==> config.mk <==
export PLATFORM = sky130hd
export DESIGN_NAME = uart_tx_fifo
export DESIGN_NICKNAME = d
export VERILOG_FILES = /design/src/rtl/uart_tx_fifo.sv
export SDC_FILE = /design/constraint.sdc
export NUM_CORES = 1
export LEC_CHECK = 0
export ABC_AREA = 0
export BUFFER_PORTS_ARGS = -buffer_cell sky130_fd_sc_hd__buf_4
export CAP_MARGIN = 20
export CORE_MARGIN = 2
export CORE_UTILIZATION = 50
export DETAILED_ROUTE_END_ITERATION = 10
export PLACE_DENSITY = 0.67
export SYNTH_ARGS = -nofsm -noshare
export SYNTH_HDL_FRONTEND = slang
export SYNTH_SLANG_ARGS = --single-unit
==> constraint.sdc <==
create_clock -name bclk -period 5.43 [get_ports bclk]
set_input_delay 0.2715 -clock bclk [delete_from_list [all_inputs] [get_ports bclk]]
set_output_delay 0.2715 -clock bclk [all_outputs]
set_load 0.05 [all_outputs]
==> src/rtl/uart_tx_fifo.sv <==
// rtl/uart_tx_fifo.sv - FIFO-fed UART transmitter; parity stage built only with UART_TX_PARITY_EN.
module uart_tx_fifo #(
  parameter int DATA_BITS    = 8,
  parameter int STOP_BITS    = 1,
  parameter int CLKS_PER_BIT = 16,
  parameter int FIFO_DEPTH   = 4,
  parameter int PARITY_ODD   = 0
) (
  input  logic                          bclk,
  input  logic                          rst_n,
  input  logic [DATA_BITS-1:0]          wr_data,
  input  logic                          wr_valid,
  output logic                          wr_ready,
  output logic                          tx_data,
  output logic                          tx_status,
  output logic [$clog2(FIFO_DEPTH):0]   fifo_count
);

  localparam int AW = $clog2(FIFO_DEPTH);
  localparam int CW = (CLKS_PER_BIT > 1) ? $clog2(CLKS_PER_BIT) : 1;
  localparam int IW = $clog2(DATA_BITS);

  localparam logic [2:0] IDLE   = 3'd0;
  localparam logic [2:0] START  = 3'd1;
  localparam logic [2:0] DATA   = 3'd2;
  localparam logic [2:0] STOP   = 3'd4;
`ifdef UART_TX_PARITY_EN
  localparam logic [2:0] PARITY = 3'd3;
  logic                  parity_bit;
`endif

  logic [DATA_BITS-1:0] mem [FIFO_DEPTH];
  logic [AW-1:0]        wr_ptr;
  logic [AW-1:0]        rd_ptr;
  logic [DATA_BITS-1:0] head;
  logic                 wr_en;
  logic                 pop;
  logic                 bit_end;
  logic                 stop_last;

  logic [2:0]           state;
  logic [CW-1:0]        clk_cnt;
  logic [IW-1:0]        bit_idx;
  logic [DATA_BITS-1:0] shift;

  // Ready comes from the registered count only, so a same-cycle pop never frees a full FIFO.
  assign wr_ready  = (fifo_count != (AW+1)'(FIFO_DEPTH));
  assign wr_en     = wr_valid && wr_ready;
  assign head      = mem[rd_ptr];
  assign bit_end   = (clk_cnt == CW'(CLKS_PER_BIT - 1));
  assign stop_last = (state == STOP) && bit_end && (bit_idx == IW'(STOP_BITS - 1));
  assign pop       = (fifo_count != '0) && ((state == IDLE) || stop_last);

  always_ff @(posedge bclk) begin
    if (wr_en) mem[wr_ptr] <= wr_data;
  end

  always_ff @(posedge bclk or negedge rst_n) begin
    if (!rst_n) begin
      wr_ptr     <= '0;
      rd_ptr     <= '0;
      fifo_count <= '0;
    end else begin
      if (wr_en) wr_ptr <= wr_ptr + 1'b1;
      if (pop)   rd_ptr <= rd_ptr + 1'b1;
      case ({wr_en, pop})
        2'b10:   fifo_count <= fifo_count + 1'b1;
        2'b01:   fifo_count <= fifo_count - 1'b1;
        default: fifo_count <= fifo_count;
      endcase
    end
  end

  // tx_data/tx_status are loaded with the value of the state being entered.
  always_ff @(posedge bclk or negedge rst_n) begin
    if (!rst_n) begin
      state      <= IDLE;
      tx_data    <= 1'b1;
      tx_status  <= 1'b0;
      clk_cnt    <= '0;
      bit_idx    <= '0;
      shift      <= '0;
`ifdef UART_TX_PARITY_EN
      parity_bit <= 1'b0;
`endif
    end else begin
      case (state)
        IDLE: begin
          if (pop) begin
            shift      <= head;
`ifdef UART_TX_PARITY_EN
            parity_bit <= (^head) ^ 1'(PARITY_ODD);
`endif
            state      <= START;
            tx_data    <= 1'b0;
            tx_status  <= 1'b1;
            clk_cnt    <= '0;
            bit_idx    <= '0;
          end
        end
        START: begin
          if (bit_end) begin
            clk_cnt <= '0;
            bit_idx <= '0;
            state   <= DATA;
            tx_data <= shift[0];
          end else begin
            clk_cnt <= clk_cnt + 1'b1;
          end
        end
        DATA: begin
          if (bit_end) begin
            clk_cnt <= '0;
            if (bit_idx == IW'(DATA_BITS - 1)) begin
              bit_idx <= '0;
`ifdef UART_TX_PARITY_EN
              state   <= PARITY;
              tx_data <= parity_bit;
`else
              state   <= STOP;
              tx_data <= 1'b1;
`endif
            end else begin
              bit_idx <= bit_idx + 1'b1;
              shift   <= shift >> 1;
              tx_data <= shift[1];
            end
          end else begin
            clk_cnt <= clk_cnt + 1'b1;
          end
        end
`ifdef UART_TX_PARITY_EN
        PARITY: begin
          if (bit_end) begin
            clk_cnt <= '0;
            bit_idx <= '0;
            state   <= STOP;
            tx_data <= 1'b1;
          end else begin
            clk_cnt <= clk_cnt + 1'b1;
          end
        end
`endif
        STOP: begin
          if (bit_end) begin
            clk_cnt <= '0;
            if (bit_idx == IW'(STOP_BITS - 1)) begin
              bit_idx <= '0;
              if (pop) begin
                shift      <= head;
`ifdef UART_TX_PARITY_EN
                parity_bit <= (^head) ^ 1'(PARITY_ODD);
`endif
                state      <= START;
                tx_data    <= 1'b0;
              end else begin
                state      <= IDLE;
                tx_data    <= 1'b1;
                tx_status  <= 1'b0;
              end
            end else begin
              bit_idx <= bit_idx + 1'b1;
            end
          end else begin
            clk_cnt <= clk_cnt + 1'b1;
          end
        end
        default: begin
          state     <= IDLE;
          tx_data   <= 1'b1;
          tx_status <= 1'b0;
        end
      endcase
    end
  end

endmodule

=== Yosys cells after proc, flatten, opt, wreduce, memory -nomap -nowiden ===
Memory sizes are Yosys's and may differ from the RTL's.
Index checks and enable logic that the tools add are counted.

* Add/subtract/negate cells: 6
* Equality and inequality tests: 16
* Mux-type cells: 40
* Bitwise gates (word level): 1
* Reduce and logical (&&, ||, !) cells: 20

{| class="wikitable"
|+ Operators with widths
! kind !! number
|-
| $mux W8 || 5
|-
| $mux W3 || 12
|-
| $pmux W3 S4 || 2
|-
| $pmux W8 S3 || 1
|-
| $reduce_and A5 Y1 || 4
|-
| $mux W1 || 14
|-
| $ne A2 B2 Y1 const B || 7
|-
| $mux W4 || 2
|-
| $pmux W4 S2 || 1
|-
| $add A3 B1 Y3 const B || 2
|-
| $eq A3 B3 Y1 const B || 2
|-
| $logic_not A3 Y1 || 2
|-
| $pmux W3 S2 || 1
|-
| $reduce_and A6 Y1 || 1
|-
| $reduce_bool A3 Y1 || 2
|-
| $add A2 B1 Y2 const B || 2
|-
| $add A4 B1 Y4 const B || 1
|-
| $eq A4 B4 Y1 const B || 1
|-
| $logic_and A1 B1 Y1 || 4
|-
| $pmux W1 S4 || 1
|-
| $reduce_bool A2 Y1 || 2
|-
| $reduce_bool A4 Y1 || 1
|-
| $eq A3 B1 Y1 const B || 1
|-
| $eq A3 B2 Y1 const B || 1
|-
| 11 further kinds || 11
|}

* Flip-flop bits (word level): 27
* Memory bits (writable): 32
* Output and inout bits: 6
* Logic and storage cells: 93
* Memories kept: 1

{| class="wikitable"
|+ Memory list
! memory !! words !! width !! read ports !! clocked after memory_dff !! wr ports !! line !! text
|-
| mem || 4 || 8 || 1 || 0 || 1 || 32 || <nowiki>logic [DATA_BITS-1:0] mem [FIFO_DEPTH];</nowiki>
|}

=== Depth between registers and ports, before layout ===
* Depth after elaboration: 9
* Depth in mapped cells: 11

=== Worst setup path before layout ===
Ideal clock, no wire load.

* Path type: reg2reg
* Start: register fifo_count[1]
* End: register fifo_count[2]
* Setup time: 148 ps
* Arrival: 2481 ps
* Slack: 2801 ps
* Stages on the path, launching flop included: 10
* Buffers on the path: 0
* Cells stage by stage: dfrtp_1 > nor2_1 > nand2_1 > and2_1 > inv_1 > ha_1 > fa_1 > xnor2_1 > nor2_1 > xor2_1

* Word-level cells in the longest chain between the ends: 4
* Elaborated cells on any way between the ends: 10
* Those cells by class: 2 x add/sub; 3 x eq/ne; 1 x mux; 4 x reduce/logical

{| class="wikitable"
|+ Ends and longest elaborated chain
! what !! line !! text
|-
| start, declared || 16 || <nowiki>output logic [$clog2(FIFO_DEPTH):0] fifo_count</nowiki>
|-
| start signal, assigned || 67 || <nowiki>2'b10: fifo_count <= fifo_count + 1'b1;</nowiki>
|-
| start signal, assigned || 68 || <nowiki>2'b01: fifo_count <= fifo_count - 1'b1;</nowiki>
|-
| start signal, assigned || 69 || <nowiki>default: fifo_count <= fifo_count;</nowiki>
|-
| $ne A3 B3 Y1 * || 47 || <nowiki>assign wr_ready = (fifo_count != (AW+1)'(FIFO_DEPTH));</nowiki>
|-
| net wr_ready || 13 || <nowiki>output logic wr_ready,</nowiki>
|-
| $logic_and A1 B1 Y1 * || 48 || <nowiki>assign wr_en = wr_valid && wr_ready;</nowiki>
|-
| $eq A2 B1 Y1 / $eq A2 B2 Y1 (equally long branches) || 66 || <nowiki>case ({wr_en, pop})</nowiki>
|-
| $pmux W3 S2 / $reduce_bool A2 Y1 (equally long branches) || n/a ||
|}

Mark *: on every way through the listed nets, which the timed path passes. The rest lies on a longest branch.
A chain may end at the register's enable or synchronous reset.

=== Final worst setup path ===
* Start: register state[2]
* End: register fifo_count[2]

* Word-level cells in the longest chain between the ends: 7
* Elaborated cells on any way between the ends: 10
* Those cells by class: 3 x eq/ne; 1 x mux; 6 x reduce/logical

{| class="wikitable"
|+ Ends and longest elaborated chain
! what !! line !! text
|-
| start, declared || 41 || <nowiki>logic [2:0] state;</nowiki>
|-
| start signal, assigned || 77 || <nowiki>state <= IDLE;</nowiki>
|-
| start signal, assigned || 94 || <nowiki>state <= START;</nowiki>
|-
| start signal, assigned || 105 || <nowiki>state <= DATA;</nowiki>
|-
| $eq A3 B3 Y1 || 51 || <nowiki>assign stop_last = (state == STOP) && bit_end && (bit_idx == IW'(STOP_BITS - 1));</nowiki>
|-
| $logic_and A1 B1 Y1 (2 in series) || 51 ||
|-
| $logic_or A1 B1 Y1 * || 52 || <nowiki>assign pop = (fifo_count != '0) && ((state == IDLE) || stop_last);</nowiki>
|-
| $logic_and A1 B1 Y1 * || 52 ||
|-
| net pop || 37 || <nowiki>logic pop;</nowiki>
|-
| $eq A2 B1 Y1 / $eq A2 B2 Y1 (equally long branches) || 66 ||
|-
| $pmux W3 S2 / $reduce_bool A2 Y1 (equally long branches) || n/a ||
|}

Marks and branches as above.

==> results.toml <==
[cts]
cts_buffer_depth = 2
cts_tree = "yes"
insertion_delay_ns = 0.33
root_buffer = "clkbuf_8"
htreeDepth = 3
cts_sinks = 59
cts_buffers = 9
clk_pin_slew_ns = 0.07

[yosys]
ys_warn_count = 0
yosysTopAreaCell = "edfxtp_1"
synth_xor_area_share_pct = 1.80
synth_area_per_cell_sq_um = 14.2
synth_edf_count = 32
yosysSeqAreaShare_pct = 56.0
synth_area_leaders = "edfxtp_1 33%, dfrtp_1 22%, mux4_2 6.2%"
syn-num-nets = 227
synthSimpleGateAreaFrac_pct = 9.97
synth_top_area_share_pct = 32.9
synth-main-ff-cell = "edfxtp_1"
muxShareOfSynthArea_pct = 14.2
synth_seq_cells = 59
synth.most_common_cell = "edfxtp_1"
ys_async_sr_fraction_pct = 45.8
synthTopCellsByCount = "32 x edfxtp_1, 26 x dfrtp_1, 10 x inv_1"
synth_compound_area_share_pct = 9.85
synth_top_family_by_area = "multiplexers"
netlist_area_sq_um = 2920
synthCells = 206
ys_types = 59
synthAdderAreaFrac_pct = 4.54

[drt]
top_layer = "met4"
drt_wl_total_microns = 5270
drc = 0
met3_length_microns = 191
wl_met1_microns = 2290
wire_per_inst_microns = 17.6
routed_via_density = 5.83
drt_iter0_markers = 115
antenna_left = 0
vias = 1750
met2_length_microns = 2720
drt_pass1_iterations = 4

[timing]
slew_headroom_pct = 42.1
fin_tns_setup_ns = 0
drv_slew = 0
hold_viol_final = 0
fmax_mhz = 388
finClkSkew_ns = 0.0126
setup_viol = 0
fin_ws_ns = 2.85
worstMarginPinSlew_ns = 0.869
period_share_pct = 47.4
timing.hold.ws_ns = 0.136
rsz0062_at_grt = "false"
min_period_ns = 2.58

[setup_path]
reg2reg_slack_ns = 2.85
crit_fanout = 27
crit_type = "reg -> reg"
cp_slowest_cell = "dfrtp_1"
crit_path_end = "fifo_count[2]"
critical_path_required_ns = 5.63
crit_chain = "o31ai_4 > nand2_1 > inv_1 > ha_1 > fa_1 > xnor2_1 > nor2_1 > xor2_1"
reg2reg_depth = 8
worstPathArrival_ns = 2.78
startpoint = "state[2]"
cpPeakStageDelay_ns = 0.91
r2r_end = "fifo_count[2]"
startpoint_type = "register"
cp-end-kind = "register"
reg2reg_from = "state[2]"

[layout]
nets = 244
final_cell_area_sq_um = 3240
final_cells = 300
antennaDiodeCount = 0
finalCoreUtilization_pct = 58.2
regArea_sq_um = 1640
multi_input_area_sq_um = 1180
syn2layout_area_growth_pct = 11.0
nFillCells = 454
drive_gt1_share_pct = 25.9

[worst_hold_path]
whs_path_depth = 1
hp-class = "in -> reg"

[global_routing]
antenna_found_initial = 0
grt_pass1_wl_microns = 8730
grt_pass1_vias = 1836
grt_start_max_net_pins = 28
grt-ovfl-total = 0
track_usage_pct = 18.3

[power_and_ir_drop]
powerDensity_nw_per_um2 = 528
finalPower_mw = 1.71
irDropWorstVdd_mv = 0.605
p_leak_nw = 1.26

[floorplan]
design.die.area_sq_um = 6470
die-height_microns = 80.5
start_util_pct = 52.4
core_sq_um = 5570
die_x_microns = 80.5
ios = 17
rows = 27

[outcome]
outcome = "completed"

[place]
place_ws_ns = 2.86
numPlacedInstances = 283
io_buffers = 16
placedInstanceArea_sq_um = 3060
place_congestion = 0.961
hpwl_microns = 3690

[job]
maxCapViolCount = 0
-- worst max-delay path, delay by kind of cell, from the launching register on --
family          cells  cell delay, ns
compound gates      1            0.25
xor+xnor            2            0.34
fa+ha+maj           2            0.62
buf+inv             1            0.06
flops               1            0.91
simple gates        2            0.27
-- per-layer routing --
layer,vias up,global-route usage (%)
met4,0,7.12
met5,-,0
met1,881,24.3
met2,44,29.6
li1,817,-
met3,8,3.60
-- worst min-delay path by stage --
stage / startpoint / to / slack, ns
floorplan: rst_n / bit_idx[0] / -0.02
global placement: rst_n / shift[3] / 0.20
detailed placement: rst_n / shift[3] / 0.21
CTS: wr_data[5] / mem[0][5] / 0.13
global route: wr_data[5] / mem[0][5] / 0.12
finish: wr_data[6] / mem[3][6] / 0.14
-- cells in the final DEF (no fill, tap or decap), types with 4 or more instances in the layout --
master and instances:
buf_4 16, nand3_1 7, nand2_1 9, nor2_1 7
xnor2_1 5, a21oi_1 5, dfrtp_1 26, edfxtp_1 32
mux4_2 8, and3_1 4, mux2_4 6, ha_1 9
inv_1 10, mux2_1 8, clkbuf_8 9
-- where the power goes --
group / leakage (nW) / internal, mW / switching, mW
clock: 0.0787 / 0.162 / 0.171
sequential: 0.618 / 0.614 / 0.128
combinational: 0.561 / 0.312 / 0.327
total: 1.26 / 1.09 / 0.626
-- final cells by class --
class	count	area share (%)
sequential	59	50.5
multi-input combinational	126	36.3
timing repair buffer	17	4.01
clock buffer	9	3.82
tap	72	2.78
clock inverter	7	1.39
inverter	10	1.16
-- cell families (layout without fill, tap and decap cells) --
group | Yosys count | count (layout)
AOI/OAI and AO/OA | 33 | 33
xor gates and xnor gates | 6 | 6
adders and majority gates | 10 | 10
buffers and inverters | 21 | 43
DFF | 59 | 59
muxes | 27 | 27
and+or+nand+nor | 50 | 50
-- sequential cells by signal, indices dropped and copies added, names as in the netlist --
name        count
bit_idx         3
clk_cnt         4
fifo_count      3
mem            32
rd_ptr          2
shift           8
state           3
tx_data         1
tx_status       1
wr_ptr          2
-- repair_timing --
action | 4_1_cts | 5_1_grt
setup buffers | 0 | 0
hold buffers | 1 | 0
endpoints found under the hold margin | 26 | 0
endpoints found under the setup margin | 0 | 0
resized for setup | 0 | 0
(Power assumes the default switching activity.)
